--- config.mk ---
export PLATFORM = sky130hd
export DESIGN_NAME = div_iter_flat
export DESIGN_NICKNAME = d
export VERILOG_FILES = /design/src/rtl/div_iter_if.sv /design/src/rtl/div_iter.sv /design/src/flat_wrapper.sv
export SDC_FILE = /design/constraint.sdc
export NUM_CORES = 1
export LEC_CHECK = 0
export ABC_AREA = 1
export BUFFER_PORTS_ARGS = -buffer_cell sky130_fd_sc_hd__buf_2
export CELL_PAD_IN_SITES_DETAIL_PLACEMENT = 0
export CELL_PAD_IN_SITES_GLOBAL_PLACEMENT = 1
export CORE_MARGIN = 1
export CORE_UTILIZATION = 44
export DETAILED_ROUTE_END_ITERATION = 8
export GPL_ROUTABILITY_DRIVEN = 1
export PLACE_DENSITY = 0.91
export SETUP_SLACK_MARGIN = 0.2
export SYNTH_ARGS = -nofsm -noshare
export SYNTH_HDL_FRONTEND = slang
export SYNTH_SLANG_ARGS = --single-unit
--- constraint.sdc ---
create_clock -name clk -period 5.4 [get_ports clk]
set_input_delay 1.08 -clock clk [delete_from_list [all_inputs] [get_ports clk]]
set_output_delay 1.08 -clock clk [all_outputs]
set_load 0.05 [all_outputs]
--- src/rtl/div_iter_if.sv ---
// Request/response bundle for the iterative divider.
// The abort line exists only when DIV_ABORT_EN is defined.
`timescale 1ns/1ps
interface div_iter_if;
    logic        in_valid;
    logic        in_ready;
    logic [31:0] src1;
    logic [31:0] src2;
    logic        sign;
    logic        out_valid;
    logic        out_ready;
    logic [31:0] quotient;
    logic [31:0] remainder;
`ifdef DIV_ABORT_EN
    logic        abort;

    modport slave  (input  in_valid, src1, src2, sign, out_ready, abort,
                    output in_ready, out_valid, quotient, remainder);
    modport master (output in_valid, src1, src2, sign, out_ready, abort,
                    input  in_ready, out_valid, quotient, remainder);
`else
    modport slave  (input  in_valid, src1, src2, sign, out_ready,
                    output in_ready, out_valid, quotient, remainder);
    modport master (output in_valid, src1, src2, sign, out_ready,
                    input  in_ready, out_valid, quotient, remainder);
`endif
endinterface

--- src/rtl/div_iter.sv ---
// Radix-2 restoring divider, 32-bit signed/unsigned, one quotient bit per cycle.
// Optional DIV_ABORT_EN adds an abort input that drops the in-flight operation.
`timescale 1ns/1ps
module div_iter (
    input  logic      clk,
    input  logic      resetn,
    div_iter_if.slave bus
);
    typedef enum logic [1:0] {S_IDLE, S_BUSY, S_DONE} state_t;

    state_t      r_state, r_next;
    logic [31:0] r_dvd;
    logic [31:0] r_dvs;
    logic [32:0] r_rem;
    logic [31:0] r_quo;
    logic [4:0]  r_cnt;
    logic        r_neg_q;
    logic        r_neg_r;
    logic [31:0] r_quotient;
    logic [31:0] r_remainder;

    logic        w_abort;
    logic        w_div0;
    logic        w_ovf;
    logic [31:0] w_mag1;
    logic [31:0] w_mag2;
    logic [32:0] w_shift;
    logic [32:0] w_trial;
    logic        w_qbit;
    logic [32:0] w_rem_next;
    logic [31:0] w_quo_next;

`ifdef DIV_ABORT_EN
    assign w_abort = bus.abort;
`else
    assign w_abort = 1'b0;
`endif

    assign w_div0 = (bus.src2 == 32'd0);
    assign w_ovf  = bus.sign && (bus.src1 == 32'h8000_0000) && (bus.src2 == 32'hFFFF_FFFF);
    // 0x80000000 negates to itself, which is exactly 2^31 read as unsigned
    assign w_mag1 = (bus.sign && bus.src1[31]) ? (32'd0 - bus.src1) : bus.src1;
    assign w_mag2 = (bus.sign && bus.src2[31]) ? (32'd0 - bus.src2) : bus.src2;

    assign w_shift    = {r_rem[31:0], r_dvd[31]};
    assign w_trial    = w_shift - {1'b0, r_dvs};
    assign w_qbit     = ~w_trial[32];
    assign w_rem_next = w_qbit ? w_trial : w_shift;
    assign w_quo_next = {r_quo[30:0], w_qbit};

    assign bus.in_ready  = (r_state == S_IDLE);
    assign bus.out_valid = (r_state == S_DONE);
    assign bus.quotient  = r_quotient;
    assign bus.remainder = r_remainder;

    always_ff @(posedge clk or negedge resetn) begin
        if (!resetn) r_state <= S_IDLE;
        else         r_state <= r_next;
    end

    always_comb begin
        r_next = r_state;
        case (r_state)
            S_IDLE: if (bus.in_valid) r_next = (w_div0 || w_ovf) ? S_DONE : S_BUSY;
            S_BUSY: begin
                if (w_abort)              r_next = S_IDLE;
                else if (r_cnt == 5'd31)  r_next = S_DONE;
            end
            S_DONE: if (w_abort || bus.out_ready) r_next = S_IDLE;
            default: r_next = S_IDLE;
        endcase
    end

    always_ff @(posedge clk or negedge resetn) begin
        if (!resetn) begin
            r_dvd       <= '0;
            r_dvs       <= '0;
            r_rem       <= '0;
            r_quo       <= '0;
            r_cnt       <= '0;
            r_neg_q     <= 1'b0;
            r_neg_r     <= 1'b0;
            r_quotient  <= '0;
            r_remainder <= '0;
        end else begin
            case (r_state)
                S_IDLE: if (bus.in_valid) begin
                    if (w_div0) begin
                        r_quotient  <= 32'hFFFF_FFFF;
                        r_remainder <= bus.src1;
                    end else if (w_ovf) begin
                        r_quotient  <= 32'h8000_0000;
                        r_remainder <= 32'd0;
                    end else begin
                        r_dvd   <= w_mag1;
                        r_dvs   <= w_mag2;
                        r_neg_q <= bus.sign & (bus.src1[31] ^ bus.src2[31]);
                        r_neg_r <= bus.sign & bus.src1[31];
                        r_rem   <= '0;
                        r_quo   <= '0;
                        r_cnt   <= '0;
                    end
                end
                S_BUSY: if (!w_abort) begin
                    r_dvd <= {r_dvd[30:0], 1'b0};
                    r_rem <= w_rem_next;
                    r_quo <= w_quo_next;
                    r_cnt <= r_cnt + 5'd1;
                    if (r_cnt == 5'd31) begin
                        r_quotient  <= r_neg_q ? (32'd0 - w_quo_next) : w_quo_next;
                        r_remainder <= r_neg_r ? (32'd0 - w_rem_next[31:0]) : w_rem_next[31:0];
                    end
                end
                default: ;
            endcase
        end
    end
endmodule

--- src/flat_wrapper.sv ---
// flat-port wrapper written by rule: the top's interface ports become plain ports
module div_iter_flat 
  (clk, resetn, bus_in_valid, bus_src1, bus_src2, bus_sign, bus_out_ready, bus_in_ready, bus_out_valid, bus_quotient, bus_remainder);
  div_iter_if bus_i ();
  input  logic clk;
  input  logic resetn;
  input wire logic [$bits(bus_i.in_valid)-1:0] bus_in_valid;
  input wire logic [$bits(bus_i.src1)-1:0] bus_src1;
  input wire logic [$bits(bus_i.src2)-1:0] bus_src2;
  input wire logic [$bits(bus_i.sign)-1:0] bus_sign;
  input wire logic [$bits(bus_i.out_ready)-1:0] bus_out_ready;
  output wire logic [$bits(bus_i.in_ready)-1:0] bus_in_ready;
  output wire logic [$bits(bus_i.out_valid)-1:0] bus_out_valid;
  output wire logic [$bits(bus_i.quotient)-1:0] bus_quotient;
  output wire logic [$bits(bus_i.remainder)-1:0] bus_remainder;
  assign bus_i.in_valid = bus_in_valid;
  assign bus_i.src1 = bus_src1;
  assign bus_i.src2 = bus_src2;
  assign bus_i.sign = bus_sign;
  assign bus_i.out_ready = bus_out_ready;
  assign bus_in_ready = bus_i.in_ready;
  assign bus_out_valid = bus_i.out_valid;
  assign bus_quotient = bus_i.quotient;
  assign bus_remainder = bus_i.remainder;
  div_iter u_core (.clk(clk), .resetn(resetn), .bus(bus_i));
endmodule
Yosys cells after proc, flatten, opt, wreduce, memory -nomap -nowiden
Cells that the tools add are included.
{"block": "word_totals", "regBits": 200, "latchBits": 0, "ram_bits": 0, "romBits": 0, "out_inout_bits": 66, "wordCells": 81, "mem_count": 0}
{"block": "op_classes", "n_addsub": 6, "multipliers": 0, "div": 0, "order_cmp": 0, "eq_ne": 11, "n_shift": 0, "muxes": 36, "n_bitwise": 6, "n_reduce_logical": 12}
{"op": "$mux W32", "n": 19}
{"op": "$pmux W32 S2", "n": 4}
{"op": "$sub A1 B32 Y32 const A", "n": 4}
{"op": "$mux W31", "n": 3}
{"op": "$eq A32 B32 Y1 const B", "n": 2}
{"op": "$pmux W31 S2", "n": 1}
{"op": "$sub A33 B32 Y33", "n": 1}
{"op": "$logic_not A32 Y1", "n": 1}
{"op": "$mux W5", "n": 3}
{"op": "$reduce_and A4 Y1", "n": 3}
{"op": "$pmux W5 S2", "n": 1}
{"op": "$mux W2", "n": 4}
{"op": "$ne A2 B2 Y1 const B", "n": 4}
{"op": "$pmux W2 S3", "n": 1}
{"op": "$add A5 B1 Y5 const B", "n": 1}
{"op": "$eq A5 B5 Y1 const B", "n": 1}
{"op": "$logic_and A1 B1 Y1", "n": 4}
{"op": "$ne A3 B1 Y1 const B", "n": 1}
{"op": "$not A1 Y1", "n": 3}
{"op": "$reduce_and A3 Y1", "n": 1}
{"op": "$and A1 B1 Y1", "n": 2}
{"op": "$eq A2 B1 Y1 const B", "n": 1}
{"op": "$eq A2 B2 Y1 const B", "n": 1}
{"op": "$logic_not A2 Y1", "n": 1}
{"op": "other kinds (4)", "n": 4}

Depth between registers and ports, before layout
{"block": "logic_depth", "word_depth": 7, "depth_mapped": 29}

Least setup slack after synthesis
OpenSTA, ideal clock, no wires.
{"block": "synth_timing", "path_type": "reg2reg", "startpoint": "register u_core.r_dvd[31]", "endpoint": "register u_core.r_quotient[28], in the netlist u_core.bus.quotient[28]", "t_arrival_ps": 3683, "required_ps": 5322, "setup_slack_ps": 1640, "stages_incl_launch_ff": 28, "n_path_buf": 1, "cell_sequence": "dfrtp_1 -> inv_1 -> ha_1 -> inv_1 -> fa_1 -> nand2_1 -> nand2_1 -> nand3_2 -> nand2_2 -> nand2_2 -> nand2_4 -> nand2_4 -> nand3_4 -> nand2_8 -> buf_6 -> ha_1 -> nand3_1 -> nor3_1 -> nand3_1 -> nor3_2 -> nand2_1 -> inv_1 -> nand3_1 -> o31ai_2 -> o21ai_0 -> a21oi_1 -> o21ai_1 -> a21oi_1"}
{"block": "synth_via", "elab_chain_cells": 6}
{"element": "start: declaration", "line": "div_iter.sv:12", "text": "logic [31:0] r_dvd;"}
{"element": "start signal: assignment", "line": "div_iter.sv:95", "text": "r_dvd <= w_mag1;"}
{"element": "start signal: assignment", "line": "div_iter.sv:105", "text": "r_dvd <= {r_dvd[30:0], 1'b0};"}
{"element": "$sub A33 B32 Y33", "line": "div_iter.sv:46", "text": "assign w_trial = w_shift - {1'b0, r_dvs};"}
{"element": "$not A1 Y1", "line": "div_iter.sv:47", "text": "assign w_qbit = ~w_trial[32];"}
{"element": "$sub A1 B32 Y32", "line": "div_iter.sv:110", "text": "r_quotient <= r_neg_q ? (32'd0 - w_quo_next) : w_quo_next;"}
{"element": "$mux W32", "line": "div_iter.sv:110"}
{"element": "$mux W32", "line": "div_iter.sv:109", "text": "if (r_cnt == 5'd31) begin"}
{"element": "$pmux W32 S2", "line": "div_iter.sv:86", "text": "case (r_state)"}
{"element": "end signal: assignment", "line": "div_iter.sv:110"}
{"element": "end: declaration", "line": "div_iter.sv:19", "text": "logic [31:0] r_quotient;"}
Every way passes these cells. The select of a mux whose other input is x is not followed.
A chain may end at the register's enable or synchronous reset.

Worst setup path after layout
{"block": "layout_timing", "startpoint": "input port bus_src1[1]", "endpoint": "register u_core.r_quotient[23], in the netlist u_core.bus.quotient[23]"}
{"block": "layout_via", "elab_chain_cells": 5}
{"element": "start: declaration", "line": "flat_wrapper.sv:8", "text": "input wire logic [$bits(bus_i.src1)-1:0] bus_src1;"}
{"element": "$eq A32 B32 Y1", "line": "div_iter.sv:40", "text": "assign w_ovf = bus.sign && (bus.src1 == 32'h8000_0000) && (bus.src2 == 32'hFFFF_FFFF);"}
{"element": "$logic_and A1 B1 Y1 (2 in series)", "line": "div_iter.sv:40"}
{"element": "$ne A3 B1 Y1 (no line)"}
{"element": "$reduce_and A4 Y1 (no line)"}
Every way passes these cells.

==> qor.csv <==
metric;value;unit
outcome;completed;
rrSetupSlack;0.97;ns
diodes;0;
grt_first_pass_wirelength;72800;µm
synth_edf_count;0;
grt_overflow;0;
yosys_warnings;0;
syn-num-nets;2257;
ys_seq_elements;200;
hold_ws;0.496;ns
grt_start_max_net_pins;117;
clockBufferDepth;2;
synthTopCellsByArea;dfrtp_1, nand2_1, inv_1, nor2_1, nand3_1;
critical_path_class;in -> reg;
fin_crit;4.53;ns
synth.most_common_cell;nand2_1;
cp.required;5.74;ns
grt_antenna_before_repair;0;
num_io_pins;135;
ys_seq_area_share;34.0;%
grt_pass1_vias;13590;
fillers;3388;
max_freq;221;MHz
gr-usage-all-layers;27.3;%
cts_max_level;4;
crit_arrival;4.86;ns
drt_pass1_iterations;6;
r2r-end;u_core.bus.quotient[28]$_DFFE_PN0P_;
core;32700;µm²
synth-main-ff-cell;dfrtp_1;
end_kind;flip-flop;
reg2reg_depth;23;
synthArstFlopShare;100;%
cts.reportedPaths.clkPinSlew;0.08;ns
final_net_count;2344;
numCtsBuffers;17;
yosysUniqueCellTypes;57;
cts_setup_buffers;0;
hpwl;34700;µm
tightest_slew;1.34;ns
multi_input_area;8200;µm²
cts.sinks;200;
finalWirelength;45700;µm
synth_top_area_cell;dfrtp_1;
port_buffers;134;
seq_area;5000;µm²
vias;14543;
synthCells;2148;
synth_commonest_cells;nand2_1, inv_1, nor2_1;
clock-root-buffer;clkbuf_16;
num_rows;66;
min_period_over_period;83.8;%
slew_headroom;10.7;%
cp-endpoint;u_core.bus.quotient[23]$_DFFE_PN0P_;
syn_avg_cell_area;6.85;µm²
vias_per_cell;5.41;
slew_violations;0;
hold_violations;0;
rsz0062_at_grt;false;
setup_viol;0;
maxCapViolations;0;
cp_max_fo;28;
gp_congestion;0.948;
area_growth;10.4;%
cts_hold_buf;0;
post_cts_resized;0;
dieWidth;185;µm
final_util;49.7;%
final_antenna_net_count;0;
drc;0;
clock_latency;0.45;ns
initial_core_util;45.0;%
syn_area;14700;µm²
cts_tree;yes;
critPathLaunch;bus_src1[1];
skew;0.0246;ns
timing.rr.start;u_core.r_dvs[17]$_DFFE_PN0P_;
layout-drive-gt1-share;12.5;%
tns;0;ns
yosys.area.top_type_share;34.0;%
worst_setup_path_start_kind;primary input;
min_path_type;reg -> reg;
drt-initial-drc-count;1499;
die-area;34200;µm²
die_y;185;µm
wl_per_cell;17.0;µm
-- worst min path at each step --
stage | from | end | slack [ns] | depth (start not counted)
finish | u_core.r_dvs[20]$_DFFE_PN0P_ | u_core.r_dvs[20]$_DFFE_PN0P_ | 0.50 | 2
global route | u_core.r_cnt[2]$_DFFE_PN0P_ | u_core.r_cnt[2]$_DFFE_PN0P_ | 0.52 | 1
CTS | u_core.r_cnt[2]$_DFFE_PN0P_ | u_core.r_cnt[2]$_DFFE_PN0P_ | 0.49 | 1
detailed placement | u_core.r_cnt[2]$_DFFE_PN0P_ | u_core.r_cnt[2]$_DFFE_PN0P_ | 0.48 | 1
global placement | u_core.r_dvd[0]$_DFFE_PN0P_ | u_core.r_dvd[0]$_DFFE_PN0P_ | 0.46 | 2
floorplan | u_core.r_cnt[2]$_DFFE_PN0P_ | u_core.r_cnt[2]$_DFFE_PN0P_ | 0.45 | 1
-- state kept, by name, indices dropped and copies added, names as in the netlist --
signal	count
u_core.bus.remainder	32
u_core.bus.quotient	32
u_core.r_state	2
u_core.r_rem	32
u_core.r_cnt	5
u_core.r_quo	31
u_core.r_dvd	32
u_core.r_dvs	32
u_core.r_neg_q	1
u_core.r_neg_r	1
-- metal layers --
metal | GRT usage (%) | vias up | routed length [µm] | part of all wire, %
li1 | - | 7151 | - | -
met1 | 36.8 | 6833 | 20500 | 45
met2 | 44.7 | 484 | 21300 | 47
met3 | 3.93 | 75 | 2550 | 5.6
met4 | 9.55 | 0 | 1320 | 2.9
met5 | 0 | - | 0 | 0
-- logic make-up after synthesis --
family          Yosys count  synth area share, %
xor+xnor                 73                 4.34
simple gates           1090                 33.5
compound gates          364                 14.3
flops                   200                 34.0
fa+ha+maj                40                 3.45
buf+inv                 381                 10.4
-- worst max-delay path, cell delays in order --
cell	delay [ns]
buf_2	0.10
inv_1	0.11
ha_1	0.20
nand3_1	0.13
nor3_1	0.34
nand2_1	0.14
nor4_1	0.61
nand4_1	0.21
nand3_1	0.16
nand2_1	0.09
nor2_2	0.99
inv_1	0.29
o32ai_1	0.32
inv_1	0.07
-- layout make-up --
| type | instances | share of cell area [%] |
|---|---|---|
| Multi-Input combinational cell | 1567 | 50.4 |
| Sequential cell | 200 | 30.8 |
| Inverter | 302 | 6.98 |
| Timing Repair Buffer | 147 | 4.86 |
| Tap cell | 442 | 3.40 |
| Clock buffer | 19 | 2.66 |
| Clock inverter | 13 | 0.870 |
-- layout by cell type (no fill, tap or decap), drive strengths merged, types with 3 or more instances in the layout --
cell    instances
ha             39
clkinv          4
nand3         146
clkbuf         20
xnor2          26
nand3b         12
dfrtp         200
buf           146
nor3           31
o22ai          60
a22oi          29
or2             6
nor4           13
nand4          41
and2            3
o31ai           5
a21oi         114
nand2         605
o211ai          7
xor2           47
inv           311
a21o            4
a31oi          12
o22a            4
nor2          228
o21ai         120
-- metrics by stage --
step | cell area [µm²] | instances | setup WS (ns)
5_1_grt | 16300 | 2690 | 0.611
4_1_cts | 16300 | 2690 | 0.915
2_1_floorplan | 14700 | 2148 | 1.64
3_5_place_dp | 15700 | 2658 | 0.445
3_3_place_gp | 15700 | 2658 | 0.692
6_report | 16300 | 2690 | 0.873
Power is left out: the tool's default activity adds up to more than one toggle a clock period on the data nets, which glitch-free logic cannot reach.
